File: src/rtl/chan_req_pkg.sv
// Shared state codes and sizing helpers for the channel request dispatcher.
package chan_req_pkg;

    localparam logic [2:0] ST_IDLE  = 3'd0;
    localparam logic [2:0] ST_FETCH = 3'd1;
    localparam logic [2:0] ST_HDR   = 3'd2;
    localparam logic [2:0] ST_ARB   = 3'd3;
    localparam logic [2:0] ST_WAIT  = 3'd4;
    localparam logic [2:0] ST_SEND  = 3'd5;

    function automatic int unsigned ceil_div(input int unsigned a, input int unsigned b);
        return (a + b - 1) / b;
    endfunction

    // RAM blocks for header + payload bytes of one packet.
    function automatic int unsigned blk_need(input int unsigned len, input int unsigned bpw,
                                             input int unsigned blk_bytes);
        return ceil_div(len + bpw, blk_bytes);
    endfunction

endpackage

File: src/rtl/chan_req_rr_enc.sv
// Rotating priority encoder: first set bit at or after ptr_i, wrapping at N.
module rr_prio_enc #(
    parameter int N = 16
) (
    input  logic [N-1:0]         req_i,
    input  logic [$clog2(N)-1:0] ptr_i,
    output logic                 vld_o,
    output logic [$clog2(N)-1:0] idx_o
);
    localparam int W  = $clog2(N);
    localparam int W1 = W + 1;

    logic [W:0] sum;

    // Scan farthest-first so the closest hit to ptr_i is the last assignment.
    always_comb begin
        vld_o = 1'b0;
        idx_o = '0;
        sum   = '0;
        for (int j = N - 1; j >= 0; j--) begin
            sum = {1'b0, ptr_i} + W1'(j);
            if (sum >= W1'(N)) sum = sum - W1'(N);
            if (req_i[sum[W-1:0]]) begin
                vld_o = 1'b1;
                idx_o = sum[W-1:0];
            end
        end
    end

endmodule

File: src/rtl/chan_req_rr.sv
// Per-input-port dispatcher: pops a header, picks an output port round-robin,
// runs the req/grant handshake with timeout, then streams header + payload.
module chan_req_rr
    import chan_req_pkg::*;
#(
    parameter int PORTNUM   = 16,
    parameter int DWIDTH    = 32,
    parameter int RAMWIDTH  = 11,
    parameter int LEN_LSB   = 7,
    parameter int LEN_W     = 10,
    parameter int BLK_BYTES = 256,
    parameter int WAIT_TO   = 64,
    parameter int PORT_ID   = 0
) (
    input  logic                          i_clk,
    input  logic                          i_rst_n,
    input  logic                          i_empty,
    output logic                          o_rd_en,
    input  logic [DWIDTH-1:0]             i_data,
    input  logic [PORTNUM-1:0]            i_ready,
    input  logic [PORTNUM*RAMWIDTH-1:0]   i_ramspace,
    output logic [PORTNUM-1:0]            o_req,
    input  logic [PORTNUM-1:0]            i_resp,
    input  logic [PORTNUM-1:0]            i_nresp,
    output logic [$clog2(PORTNUM)-1:0]    o_dst,
    output logic                          o_sop,
    output logic [DWIDTH-1:0]             o_data,
    output logic                          o_data_vld,
    output logic                          o_eop,
    output logic                          o_timeout
);
    localparam int BPW = DWIDTH / 8;
    localparam int PW  = $clog2(PORTNUM);
    localparam int CW  = LEN_W + 1;
    localparam int BW  = RAMWIDTH + 1;
    localparam int WW  = $clog2(WAIT_TO + 1);

    logic [2:0]        state_q, state_d;
    logic [DWIDTH-1:0] hdr_q, hdr_d;
    logic [PW-1:0]     rr_q, rr_d, dst_q, dst_d, dst_nxt;
    logic [CW-1:0]     k_q, k_d;
    logic [WW-1:0]     wcnt_q, wcnt_d;

    logic [LEN_W-1:0]   len;
    logic [CW-1:0]      p_words;
    logic [BW-1:0]      blk;
    logic [PORTNUM-1:0] elig;
    logic               sel_vld;
    logic [PW-1:0]      sel_idx;
    logic               resp_hit, nresp_hit, timeout_hit;

    assign len     = hdr_q[LEN_LSB +: LEN_W];
    assign p_words = CW'(ceil_div(32'(len), BPW));
    assign blk     = BW'(blk_need(32'(len), BPW, BLK_BYTES));

    for (genvar p = 0; p < PORTNUM; p++) begin : g_elig
        assign elig[p] = i_ready[p] && ({1'b0, i_ramspace[p*RAMWIDTH +: RAMWIDTH]} >= blk);
    end

    rr_prio_enc #(.N(PORTNUM)) u_enc (
        .req_i (elig),
        .ptr_i (rr_q),
        .vld_o (sel_vld),
        .idx_o (sel_idx)
    );

    // Only the requested port's grant/refuse bits count.
    assign resp_hit    = i_resp[dst_q];
    assign nresp_hit   = i_nresp[dst_q];
    assign timeout_hit = (state_q == ST_WAIT) && !resp_hit && !nresp_hit &&
                         (wcnt_q == WW'(WAIT_TO - 1));
    assign dst_nxt     = (dst_q == PW'(PORTNUM - 1)) ? '0 : dst_q + 1'b1;

    always_comb begin
        state_d = state_q;
        hdr_d   = hdr_q;
        rr_d    = rr_q;
        dst_d   = dst_q;
        k_d     = k_q;
        wcnt_d  = wcnt_q;
        case (state_q)
            ST_IDLE:  if (!i_empty) state_d = ST_FETCH;
            ST_FETCH: state_d = ST_HDR;
            ST_HDR: begin
                hdr_d   = i_data;
                state_d = ST_ARB;
            end
            ST_ARB: if (sel_vld) begin
                dst_d   = sel_idx;
                wcnt_d  = '0;
                state_d = ST_WAIT;
            end
            ST_WAIT: begin
                if (resp_hit) begin
                    k_d     = '0;
                    state_d = ST_SEND;
                end else if (nresp_hit || timeout_hit) begin
                    rr_d    = dst_nxt;
                    state_d = ST_ARB;
                end else begin
                    wcnt_d = wcnt_q + 1'b1;
                end
            end
            ST_SEND: begin
                if (k_q == p_words) begin
                    rr_d    = dst_nxt;
                    state_d = ST_IDLE;
                end else begin
                    k_d = k_q + 1'b1;
                end
            end
            default: state_d = ST_IDLE;
        endcase
    end

    always_ff @(posedge i_clk or negedge i_rst_n) begin
        if (!i_rst_n) begin
            state_q <= ST_IDLE;
            hdr_q   <= '0;
            rr_q    <= PW'(PORT_ID);
            dst_q   <= '0;
            k_q     <= '0;
            wcnt_q  <= '0;
        end else begin
            state_q <= state_d;
            hdr_q   <= hdr_d;
            rr_q    <= rr_d;
            dst_q   <= dst_d;
            k_q     <= k_d;
            wcnt_q  <= wcnt_d;
        end
    end

    // Payload word k is popped in S(k-1) and forwarded straight from the FIFO in Sk.
    assign o_rd_en    = (state_q == ST_FETCH) || ((state_q == ST_SEND) && (k_q < p_words));
    assign o_req      = (state_q == ST_WAIT) ? (PORTNUM'(1) << dst_q) : '0;
    assign o_dst      = dst_q;
    assign o_data_vld = (state_q == ST_SEND);
    assign o_sop      = o_data_vld && (k_q == '0);
    assign o_eop      = o_data_vld && (k_q == p_words);
    assign o_data     = !o_data_vld ? '0 : ((k_q == '0) ? hdr_q : i_data);
    assign o_timeout  = timeout_hit;

endmodule

File: config.mk
export PLATFORM = sky130hd
export DESIGN_NAME = chan_req_rr
export DESIGN_NICKNAME = d
export VERILOG_FILES = /design/src/rtl/chan_req_pkg.sv /design/src/rtl/chan_req_rr_enc.sv /design/src/rtl/chan_req_rr.sv
export SDC_FILE = /design/constraint.sdc
export NUM_CORES = 1
export LEC_CHECK = 0
export ABC_AREA = 1
export CAP_MARGIN = 15
export CORE_MARGIN = 5
export CORE_UTILIZATION = 45
export DETAILED_ROUTE_END_ITERATION = 10
export GPL_TIMING_DRIVEN = 0
export PLACE_DENSITY_LB_ADDON = 0.05
export SLEW_MARGIN = 20
export SYNTH_ARGS = -nofsm -noshare
export SYNTH_HDL_FRONTEND = slang
export SYNTH_SLANG_ARGS = --single-unit
File: constraint.sdc
create_clock -name i_clk -period 6.4 [get_ports i_clk]
set_input_delay 0.64 -clock i_clk [delete_from_list [all_inputs] [get_ports i_clk]]
set_output_delay 0.64 -clock i_clk [all_outputs]
set_load 0.005 [all_outputs]
==> implementation parameters, run 1 <==
Parameter                              Value

Routing
  Post-DR vias/cell ... slightly above 5
  Antenna violation net count after detailed routing ... 0
  Detailed Route Iter0 Violations ... approximately 600
  Mean routed wirelength per cell ... roughly 16 um
  Number of vias after detailed routing ... ~9400
  Total wirelength of the detailed-routed design ... 28230 um
  Number of search-and-repair iterations in the first detailed-routing pass ... 5
  Remaining routing DRC violations ... 0

Clocking
  Max clock buf depth ... 2
  Cells resized by post-CTS repair ... 0
  H-Tree Depth ... 3
  TritonCTS clock tree ... yes
  TritonCTS buffer count ... 9
  Worst skew pair latency ... approximately 340 ps
  Number of sinks driven by the clock tree ... roughly 60
  Number of setup buffers added after CTS ... 0
  Worst-path clk slew ... 60 ps
  Clock root buffer master ... sky130_fd_sc_hd__clkbuf_16
  Number of hold buffers added after CTS ... 0

Timing
  Slew headroom ... 33.09%
  Final worst clock skew ... between 8 and 9 ps
  Final-report setup violation count ... 0
  Fin crit period ... 5527 ps
  Post-Route Hold Slack ... about 100 ps
  Hold Vio Cnt, Final ... 0
  Final max-slew violation count ... 0
  Slew at the pin closest to its max-slew limit ... about 1000 ps
  Max Clk Rate ... 0.1809 GHz
  Post-Route Setup TNS ... 0 ps
  Final worst-path cycle share ... between 80% and 90%
  Unrepaired setup endpoints after global routing ... false

Yosys
  Most used DFF post-synth ... sky130_fd_sc_hd__dfrtp_1
  Area of the mapped netlist ... ~7600 sq um
  Synthesized-area fraction occupied by ao, oa, aoi and oai cells ... around 15%
  Syn avg cell area ... approximately 6.1 sq um
  Number of enable flip-flop cells after synthesis ... 0
  Cell count after synthesis ... approximately 1200
  Sequential area share after synthesis ... 20.14%
  Yosys warns ... 0
  Proportion of register bits with asynchronous set or reset after synthesis ... between 90% and 100%
  Dominant combinational cell family by area after synthesis ... simple AND/OR/NAND/NOR gates
  Simple-gate portion of the synthesized area ... between 30% and 40%
  #FFs+latches synth ... just over 60
  Number of distinct standard cells referenced by the synthesized netlist ... 45
  Adder-cell area share of the yosys netlist ... 12.55%
  Multiplexer share of the synthesized area ... 0%
  XOR/XNOR share of the synthesized area ... between 1.5 and 2%

Power and ir drop
  Static leakage ... approximately 5.4 nW
  Switching component of the power ... just under 3 mW
  Switching part of the total power ... a little under three fifths
  Overall Power ... 5.239 mW
  Worst IR Drop VDD ... roughly 0.25 mV
  Clock power frac ... about a tenth
  Cell area power density ... around 460 nW/um^2
  Portion of total power attributed to sequential cells ... 13.1%
  Internal power ... 2.307 mW
  Logic gate share of total power ... around 77%

Floorplanning
  Die Area ... between 15000 and 20000 sq um
  I/O pin cnt ... 316
  Effective utilization at floorplan ... 45.71%
  Y dimension of the die ... 139.8 um
  Chip width ... ~140 um
  FP Rows ... 47
  Core box area ... 16580 sq um

Placement
  Last weighted congestion value of the routability-driven placer ... ~0.96
  HPWL reported at the end of detailed placement ... 23360 um
  Number of input and output port buffers inserted ... between 300 and 400
  Cell total after placement ... ~1800

Worst setup path
  Startpoint of the most critical register-to-register path ... hdr_q[9]
  Most frequent cell on the critical path ... sky130_fd_sc_hd__nand2_1
  Type of the worst setup path ... flip-flop to flip-flop
  Critical Path Start ... hdr_q[9]
  Largest stage delay on the critical path ... between 700 and 800 ps
  Worst Path Required ... between 6000 and 7000 ps
  Crit path DAT ... ~5800 ps
  Highest net fanout along the worst path ... 16
  Slowest cell on the critical path ... sky130_fd_sc_hd__xor2_2
  Nature of the critical path endpoint ... flip-flop
  Category of the worst setup path launch point ... flip-flop

Layout
  Fraction of layout cells with a size suffix above 1 ... under 10%
  Final standard cell utilization of the core ... between 60 and 70%
  Number of nets in the finished design ... about 1900
  Synthesis-to-finish area growth ... 50.45%
  Post-layout instance count excluding filler cells ... roughly 1800

Global route
  Vias in the first global route ... between 9000 and 10000
  Aggregate global-route resource usage ... between 20% and 30%
  Largest net degree at the start of global routing ... 57
  Remaining global-route overflow ... 0
  Global-route wire length before repair ... around 45000 um
  Initial antenna violation count ... 1

Outcome
  Result of the run ... finished clean

Flow run
  Maximum capacitance violations ... 0

Hold path
  Hold crit path type ... input port to asynchronous set/reset pin
path summary, 6_finish.rpt:
| check | endpoint | slack (ps) | cells past startpoint |
|---|---|---|---|
| max in group asynchronous | o_dst[0] | 5790 | 2 |
| worst max-delay path | o_dst[2] | 870 | 31 |
| min in group i_clk | hdr_q[22] | 490 | 2 |
| worst min register to register | hdr_q[22] | 490 | 2 |
| worst min-delay path | hdr_q[12] | 100 | 1 |
| worst max register to register | o_dst[2] | 870 | 31 |
power by group through the flow:
stage / Combinational, mW / Sequential, mW / Clock (mW)
floorplan: 2.93 / 0.653 / 0
global placement: 3.89 / 0.683 / 0
detailed placement: 3.98 / 0.686 / 0
CTS: 4.01 / 0.682 / 0.508
global route: 4.60 / 0.705 / 0.525
finish: 4.05 / 0.685 / 0.502
cell usage after synthesis (all sizes together), types with 15 or more instances:
cell type	n	area (sq um)
clkbuf	23	86.33
inv	165	619.3
ha	76	950.9
nor2	132	500.5
nor4	18	118.9
dfrtp	61	1526
nand3	134	690.7
nor3	24	136.4
and2	15	93.84
a21oi	67	335.3
o21ai	95	479.2
nand2	336	1304
a211oi	23	172.7
worst max-delay path: cells and delay by family (launching register included):
kind            cells  cell delay, ps
xor+xnor            2             850
flops               1             430
buf+inv             5             380
fa+ha+maj           2             640
compound gates      3             260
simple gates       19            2820
cells by family (layout without fill, tap and decap cells):
group / Yosys count / in the layout
AO/OA/AOI/OAI: 203 / 203
XOR/XNOR: 17 / 17
AND/OR/NAND/NOR: 683 / 683
buffers and inverters: 205 / 537
adder cells (fa/ha/maj): 76 / 76
other: 1 / 17
flip-flops: 61 / 61
cell type report:
cell class                      count  area, sq um
Multi-Input combinational cell    995         5308
Fill cell                        1523         5180
Timing Repair Buffer              316         3178
Sequential cell                    61         1526
Inverter                          170        638.1
Tap cell                          220        275.3
Clock buffer                        9        225.2
Buffer                             35        173.9
Clock inverter                      7        76.32
Antenna cell                        1        2.502
routing by layer:
layer,global-route usage (%),wire length (um),vias to the layer above
met1,33.37,11590,4194
met3,6.278,1967,57
met2,49.28,13790,338
met4,9.638,880,0
li1,-,-,4774
met5,0,0,-
cells in the final DEF (no fill, tap or decap), types with 5 or more instances in the layout:
master / Yosys / routed
sky130_fd_sc_hd__and2_1: 15 / 15
sky130_fd_sc_hd__inv_1: 161 / 161
sky130_fd_sc_hd__clkinv_1: 5 / 5
sky130_fd_sc_hd__o21ai_0: 89 / 89
sky130_fd_sc_hd__dfrtp_1: 61 / 61
sky130_fd_sc_hd__nand2_2: 11 / 11
sky130_fd_sc_hd__clkdlybuf4s50_1: 0 / 314
sky130_fd_sc_hd__ha_1: 76 / 76
sky130_fd_sc_hd__xor2_1: 12 / 11
sky130_fd_sc_hd__nor3b_1: 7 / 7
sky130_fd_sc_hd__xnor2_1: 5 / 5
sky130_fd_sc_hd__nor3_1: 22 / 22
sky130_fd_sc_hd__a211oi_1: 23 / 23
sky130_fd_sc_hd__conb_1: 1 / 16
sky130_fd_sc_hd__buf_4: 5 / 6
sky130_fd_sc_hd__clkbuf_16: 0 / 9
sky130_fd_sc_hd__o21ai_1: 5 / 5
sky130_fd_sc_hd__nor2_1: 130 / 129
sky130_fd_sc_hd__a21oi_1: 67 / 67
sky130_fd_sc_hd__nand2_1: 323 / 323
sky130_fd_sc_hd__clkbuf_1: 23 / 23
sky130_fd_sc_hd__nor4_1: 17 / 17
sky130_fd_sc_hd__nand4_1: 11 / 11
sky130_fd_sc_hd__nand3_1: 130 / 130
sky130_fd_sc_hd__o22ai_1: 6 / 6
sequential cells by signal, summed over array words and instances (netlist names):
signal,count
hdr_q,32
k_q,11
wcnt_q,7
o_dst,4
rr_q,4
state_q,3
per-stage QoR:
step | worst slack [ps] | cell area [sq um]
floorplan | 1806 | 7636
global placement | 559.1 | 11060
detailed placement | 905.4 | 11100
CTS | 878.0 | 11400
global route | 336.8 | 11400
finish | 872.6 | 11400
No activity file was read; power rests on OpenSTA's default activity.
==> run 2: changes to the inputs <==
--- a/config.mk
+++ b/config.mk
@@ -7,6 +7,7 @@
 export LEC_CHECK = 0
 export ABC_AREA = 1
 export CAP_MARGIN = 15
+export CORE_ASPECT_RATIO = 1.75
 export CORE_MARGIN = 5
 export CORE_UTILIZATION = 45
 export DETAILED_ROUTE_END_ITERATION = 10
==> run 2 against run 1 <==
  * Largest cell class unchanged
  * Clock skew shrank 3.2 ps
  * Combinational power up 4%
  * Sequential power is 1% higher
  * Critical path type unchanged
  * Cell count rose by 0.28%
==> implementation parameters, run 2 (synthesis gave the netlist of run 1 again) <==
Parameter                              Value

Outcome
  Result of the run ... finished clean

Clocking
  TritonCTS clock tree ... yes
  Number of setup buffers added after CTS ... 0
  Max clock buf depth ... 2
  TritonCTS buffer count ... 9
  Worst skew pair latency ... ~340 ps
  Cells resized by post-CTS repair ... 0
  Number of sinks driven by the clock tree ... 61
  Number of hold buffers added after CTS ... 0
  Clock root buffer master ... sky130_fd_sc_hd__clkbuf_16
  H-Tree Depth ... 3
  Worst-path clk slew ... 50 ps

Global route
  Remaining global-route overflow ... 0
  Aggregate global-route resource usage ... between 20% and 30%
  Global-route wire length before repair ... ~46000 um
  Vias in the first global route ... roughly 9500
  Largest net degree at the start of global routing ... 50
  Initial antenna violation count ... 0

Placement
  Cell total after placement ... 1803
  Number of input and output port buffers inserted ... 315
  Placement-stage cell area ... between 10000 and 15000 sq um
  Last weighted congestion value of the routability-driven placer ... just over 1
  HPWL reported at the end of detailed placement ... 24590 um
  DP Worst Slack ... 1074 ps

Timing
  Slew at the pin closest to its max-slew limit ... 795.5 ps
  Slew headroom ... 46.77%
  Max Clk Rate ... approximately 0.19 GHz
  Final-report setup violation count ... 0
  Final worst clock skew ... around 5.5 ps
  Fin crit period ... 5389 ps
  Final max-slew violation count ... 0
  Final worst-path cycle share ... 84.20%
  Post-Route Hold Slack ... between 100 and 150 ps
  Least setup slack across all paths after layout ... 1011 ps
  Hold Vio Cnt, Final ... 0
  Post-Route Setup TNS ... 0 ps
  Unrepaired setup endpoints after global routing ... false

Layout
  Largest register FFs ... 32
  Synthesis-to-finish area growth ... 50.73%
  Largest registers ... hdr_q (32), k_q (11), wcnt_q (7)
  Number of nets in the finished design ... roughly 1900
  Final standard cell utilization of the core ... 69.14%
  Antenna cells ... 0
  Most frequent standard cell in the layout excluding fill and tap cells ... sky130_fd_sc_hd__nand2_1
  Fraction of layout cells with a size suffix above 1 ... under 10%
  Fin area ... around 11000 sq um
  Reg with most FFs ... hdr_q
  Post-layout instance count excluding filler cells ... around 1800
  Most used cells in the layout excluding fill and tap cells ... sky130_fd_sc_hd__nand2_1, sky130_fd_sc_hd__clkdlybuf4s50_1, sky130_fd_sc_hd__inv_1, sky130_fd_sc_hd__nand3_1, sky130_fd_sc_hd__nor2_1

Power and ir drop
  Worst IR Drop VDD ... ~0.29 mV
  Cell area power density ... 471.4 nW/um^2
  Logic gate share of total power ... between 70% and 80%
  Internal power ... ~2.3 mW
  Switching part of the total power ... ~57%
  Static leakage ... between 5 and 6 nW
  Portion of total power attributed to sequential cells ... between 10% and 20%
  Overall Power ... around 5.4 mW
  Switching component of the power ... 3.044 mW
  Clock power frac ... about 9%

Hold path
  Hold crit path type ... input port to asynchronous set/reset pin

Worst setup path
  Nature of the critical path endpoint ... flip-flop
  Category of the worst setup path launch point ... flip-flop
  Crit path DAT ... between 5000 and 6000 ps
  Type of the worst setup path ... flip-flop to flip-flop
  Most frequent cell on the critical path ... sky130_fd_sc_hd__nand2_1
  Largest stage delay on the critical path ... around 460 ps
  Critical Path Start ... hdr_q[10]
  Highest net fanout along the worst path ... 10
  Startpoint of the most critical register-to-register path ... hdr_q[10]
  Worst Path Required ... ~6600 ps
  Slowest cell on the critical path ... sky130_fd_sc_hd__xor2_2

Routing
  Mean routed wirelength per cell ... roughly 16 um
  Number of search-and-repair iterations in the first detailed-routing pass ... 5
  Number of vias after detailed routing ... roughly 9500
  Remaining routing DRC violations ... 0
  Total wirelength of the detailed-routed design ... between 20000 and 30000 um
  Post-DR vias/cell ... 5.197
  Antenna violation net count after detailed routing ... 0
  Detailed Route Iter0 Violations ... roughly 460

Floorplanning
  Effective utilization at floorplan ... a little under half
  Y dimension of the die ... about 180 um
  Core box area ... approximately 17000 sq um
  FP Rows ... between 60 and 70
  Die Area ... ~20000 sq um
  Chip width ... 108.1 um
  I/O pin cnt ... 316

Flow run
  Maximum capacitance violations ... 0
run 2: metal layers:
| metal | vias to the layer above | part of all wire, % | GRT usage (%) |
|---|---|---|---|
| li1 | 4773 | - | - |
| met1 | 4289 | 34 | 27.33 |
| met2 | 317 | 56 | 59.27 |
| met3 | 74 | 5.4 | 4.193 |
| met4 | 0 | 4.6 | 13.25 |
| met5 | - | 0 | 0 |
run 2: cell type report:
| type | count | area [sq um] |
|---|---|---|
| well taps | 224 | 280.3 |
| repair buffers | 318 | 3204 |
| flip-flops and latches | 61 | 1526 |
| fillers | 1501 | 5099 |
| plain buffers | 35 | 173.9 |
| multi-input cells | 995 | 5308 |
| inverters | 170 | 638.1 |
| clock inverters | 4 | 47.55 |
| clock buffers | 12 | 246.5 |
run 2: power groups by stage:
stage / sequential [mW] / clock, mW / combinational, mW
4_1_cts: 0.688 / 0.487 / 4.16
5_1_grt: 0.713 / 0.508 / 4.76
2_1_floorplan: 0.653 / 0 / 2.93
6_report: 0.693 / 0.486 / 4.21
3_5_place_dp: 0.694 / 0 / 4.14
3_3_place_gp: 0.688 / 0 / 4.03
run 2: critical path: cells and delay by family (launching register included):
kind | cells | cell delay (ps)
buf+inv | 6 | 650
simple gates | 21 | 2800
compound gates | 3 | 280
fa+ha+maj | 2 | 490
xor+xnor | 2 | 610
flops | 1 | 440
run 2: final timing paths:
check,end,slack (ps),depth (start not counted)
min,hdr_q[19],150,1
min reg2reg,hdr_q[18],490,2
min in group i_clk,hdr_q[18],490,2
max reg2reg,o_dst[3],1010,34
max in group asynchronous,hdr_q[28],5760,2
max,o_dst[3],1010,34
==> run 3: changes to the inputs <==
==> constraint.sdc (replaced) <==
create_clock -name i_clk -period 5.4 [get_ports i_clk]
set_input_delay 0.54 -clock i_clk [delete_from_list [all_inputs] [get_ports i_clk]]
set_output_delay 0.54 -clock i_clk [all_outputs]
set_load 0.005 [all_outputs]
==> run 3 against run 2 <==
  * Via count up 0.57%
  * Critical path type unchanged
  * Sequential share of layout area shrank 0.087 points
  * Sequential power increased by 18%
  * Power increased by 21%
  * Count of clock-buffer cells in the layout unchanged
  * Non-clock buffer count grew 4
  * Worst hold slack worse by 100 ps
  * Critical path depth unchanged
  * Fmax up 9.1%
==> implementation parameters, run 3 (synthesis gave the netlist of run 1 again) <==
Parameter                              Value

Outcome
  Result of the run ... finished clean

Clocking
  Max clock buf depth ... 2
  TritonCTS clock tree ... yes
  Number of hold buffers added after CTS ... 0
  Number of sinks driven by the clock tree ... 61
  H-Tree Depth ... 3
  TritonCTS buffer count ... 9
  Worst-path clk slew ... approximately 50 ps
  Worst skew pair latency ... ~330 ps
  Clock root buffer master ... sky130_fd_sc_hd__clkbuf_16

Placement
  HPWL reported at the end of detailed placement ... between 20000 and 25000 um
  Cell total after placement ... around 1800
  Last weighted congestion value of the routability-driven placer ... ~1.0
  Number of input and output port buffers inserted ... 315
  DP Worst Slack ... 73.98 ps

Timing
  Slew at the pin closest to its max-slew limit ... ~800 ps
  Fin crit period ... between 4000 and 5000 ps
  Final worst-path cycle share ... ~91%
  Post-Route Hold Slack ... between 40 and 50 ps
  Hold Vio Cnt, Final ... 0
  Max Clk Rate ... between 0.2 and 0.25 GHz
  Slew headroom ... a little under half
  Final worst clock skew ... roughly 5.4 ps
  Least setup slack across all paths after layout ... 461.2 ps
  Final max-slew violation count ... 0
  Final-report setup violation count ... 0

Routing
  Number of vias after detailed routing ... ~9500
  Antenna violation net count after detailed routing ... 0
  Post-DR vias/cell ... between 5 and 6
  Remaining routing DRC violations ... 0
  Mean routed wirelength per cell ... 16.07 um
  Total wirelength of the detailed-routed design ... between 20000 and 30000 um
  Detailed Route Iter0 Violations ... around 450
  Number of search-and-repair iterations in the first detailed-routing pass ... 9

Layout
  Storage element area ... between 1500 and 2000 sq um
  Footprint of the multi-input gates ... around 5400 sq um
  Largest register FFs ... 32
  Most frequent standard cell in the layout excluding fill and tap cells ... sky130_fd_sc_hd__nand2_1
  Largest registers ... hdr_q (32), k_q (11), wcnt_q (7)
  Fraction of layout cells with a size suffix above 1 ... around 4.5%
  Most used cells in the layout excluding fill and tap cells ... sky130_fd_sc_hd__nand2_1, sky130_fd_sc_hd__clkdlybuf4s50_1, sky130_fd_sc_hd__inv_1, sky130_fd_sc_hd__nand3_1, sky130_fd_sc_hd__nor2_1
  Final-layout fill cell count ... roughly 1500
  Synthesis-to-finish area growth ... 51.72%
  Antenna cells ... 0
  Reg with most FFs ... hdr_q
  Post-layout instance count excluding filler cells ... around 1800
  Final standard cell utilization of the core ... 69.60%
  Number of nets in the finished design ... between 1500 and 2000

Worst setup path
  Crit path DAT ... 5160 ps
  Nature of the critical path endpoint ... flip-flop
  Category of the worst setup path launch point ... flip-flop
  Highest net fanout along the worst path ... 10
  Largest stage delay on the critical path ... 440 ps
  Worst Path Required ... approximately 5600 ps
  Type of the worst setup path ... flip-flop to flip-flop
  Most frequent cell on the critical path ... sky130_fd_sc_hd__nand2_1
  Slowest cell on the critical path ... sky130_fd_sc_hd__dfrtp_1
  Depth of the worst register-to-register path ... 34

Global route
  Layer with the highest usage after global routing ... met2
  Met2 track demand over resource ... 59.27%
  Global-route wire length before repair ... 45960 um
  Largest net degree at the start of global routing ... 50
  Remaining global-route overflow ... 0
  Met3 global-route usage ... ~4.2%
  Met1 Resource Use GR ... a little over a quarter
  Aggregate global-route resource usage ... about 29%
  Initial antenna violation count ... 0
  Vias in the first global route ... about 9500

Hold path
  Hold crit path type ... input port to asynchronous set/reset pin

Power and ir drop
  Logic gate share of total power ... roughly 79%
  Internal power ... about 2.8 mW
  Switching part of the total power ... between 50% and 60%
  Worst IR Drop VDD ... ~0.36 mV
  Clock power frac ... under 10%
  Cell area power density ... 564.5 nW/um^2
  Switching component of the power ... ~3.7 mW
  Static leakage ... 5.464 nW
  Portion of total power attributed to sequential cells ... between 10% and 20%

Floorplanning
  Effective utilization at floorplan ... between 40% and 50%
  I/O pin cnt ... approximately 320
  Y dimension of the die ... ~180 um
  Core box area ... 16520 sq um
  Chip width ... ~110 um
  FP Rows ... 62
  Die Area ... 19640 sq um

Flow run
  Maximum capacitance violations ... 0
## run 3: path summary, 6_finish.rpt
| path | startpoint | end | slack, ps |
|---|---|---|---|
| max in group asynchronous | i_rst_n | hdr_q[28] | 4850 |
| min in group i_clk | hdr_q[18] | hdr_q[18] | 490 |
| worst min register to register | hdr_q[18] | hdr_q[18] | 490 |
| worst max-delay path | hdr_q[10] | o_dst[3] | 460 |
| worst max register to register | hdr_q[10] | o_dst[3] | 460 |
| worst min-delay path | i_rst_n | hdr_q[19] | 50 |
## run 3: power groups by stage
stage                     registers [mW]  clock network, mW  logic (mW)
after floorplan                    0.773                  0        3.48
after global placement             0.816                  0        4.77
after detailed placement           0.823                  0        4.90
after CTS                          0.816              0.578        4.93
after global routing               0.845              0.602        5.75
final                              0.820              0.575        5.10
## run 3: layer usage
metal  routed length [um]  share of wire, %
met1                 9987                34
met2                16330                56
met3                 1620               5.5
met4                 1360               4.6
met5                    0                 0
## run 3: layout make-up
cell class	instances	area share, %
Buffer	35	1.512
Clock buffer	12	2.143
Clock inverter	4	0.4134
Inverter	170	5.549
Multi-Input combinational cell	995	46.55
Sequential cell	61	13.27
Tap cell	224	2.437
Timing Repair Buffer	322	28.13
## run 3: per-stage QoR
stage                     setup TNS (ps)  total power [mW]  area [sq um]
after floorplan                        0             4.250          7636
after global placement             -7950             5.590         11070
after detailed placement               0             5.726         11130
after CTS                              0             6.326         11420
after global routing             -0.5205             7.196         11500
final                                  0             6.491         11500
## run 3: repair_timing
| item | CTS | global route |
|---|---|---|
| endpoints found under the setup margin | 0 | 14 |
| setup buffers | 0 | 4 |
| gates resized for setup | 0 | 10 |
## run 3: critical path: cells and delay by family (launching register included)
kind	cells	cell delay [ps]
and+or+nand+nor	23	2800
buffers and inverters	6	690
adders and majority gates	2	480
DFF	1	440
AOI/OAI and AO/OA	2	190
xor gates and xnor gates	1	180
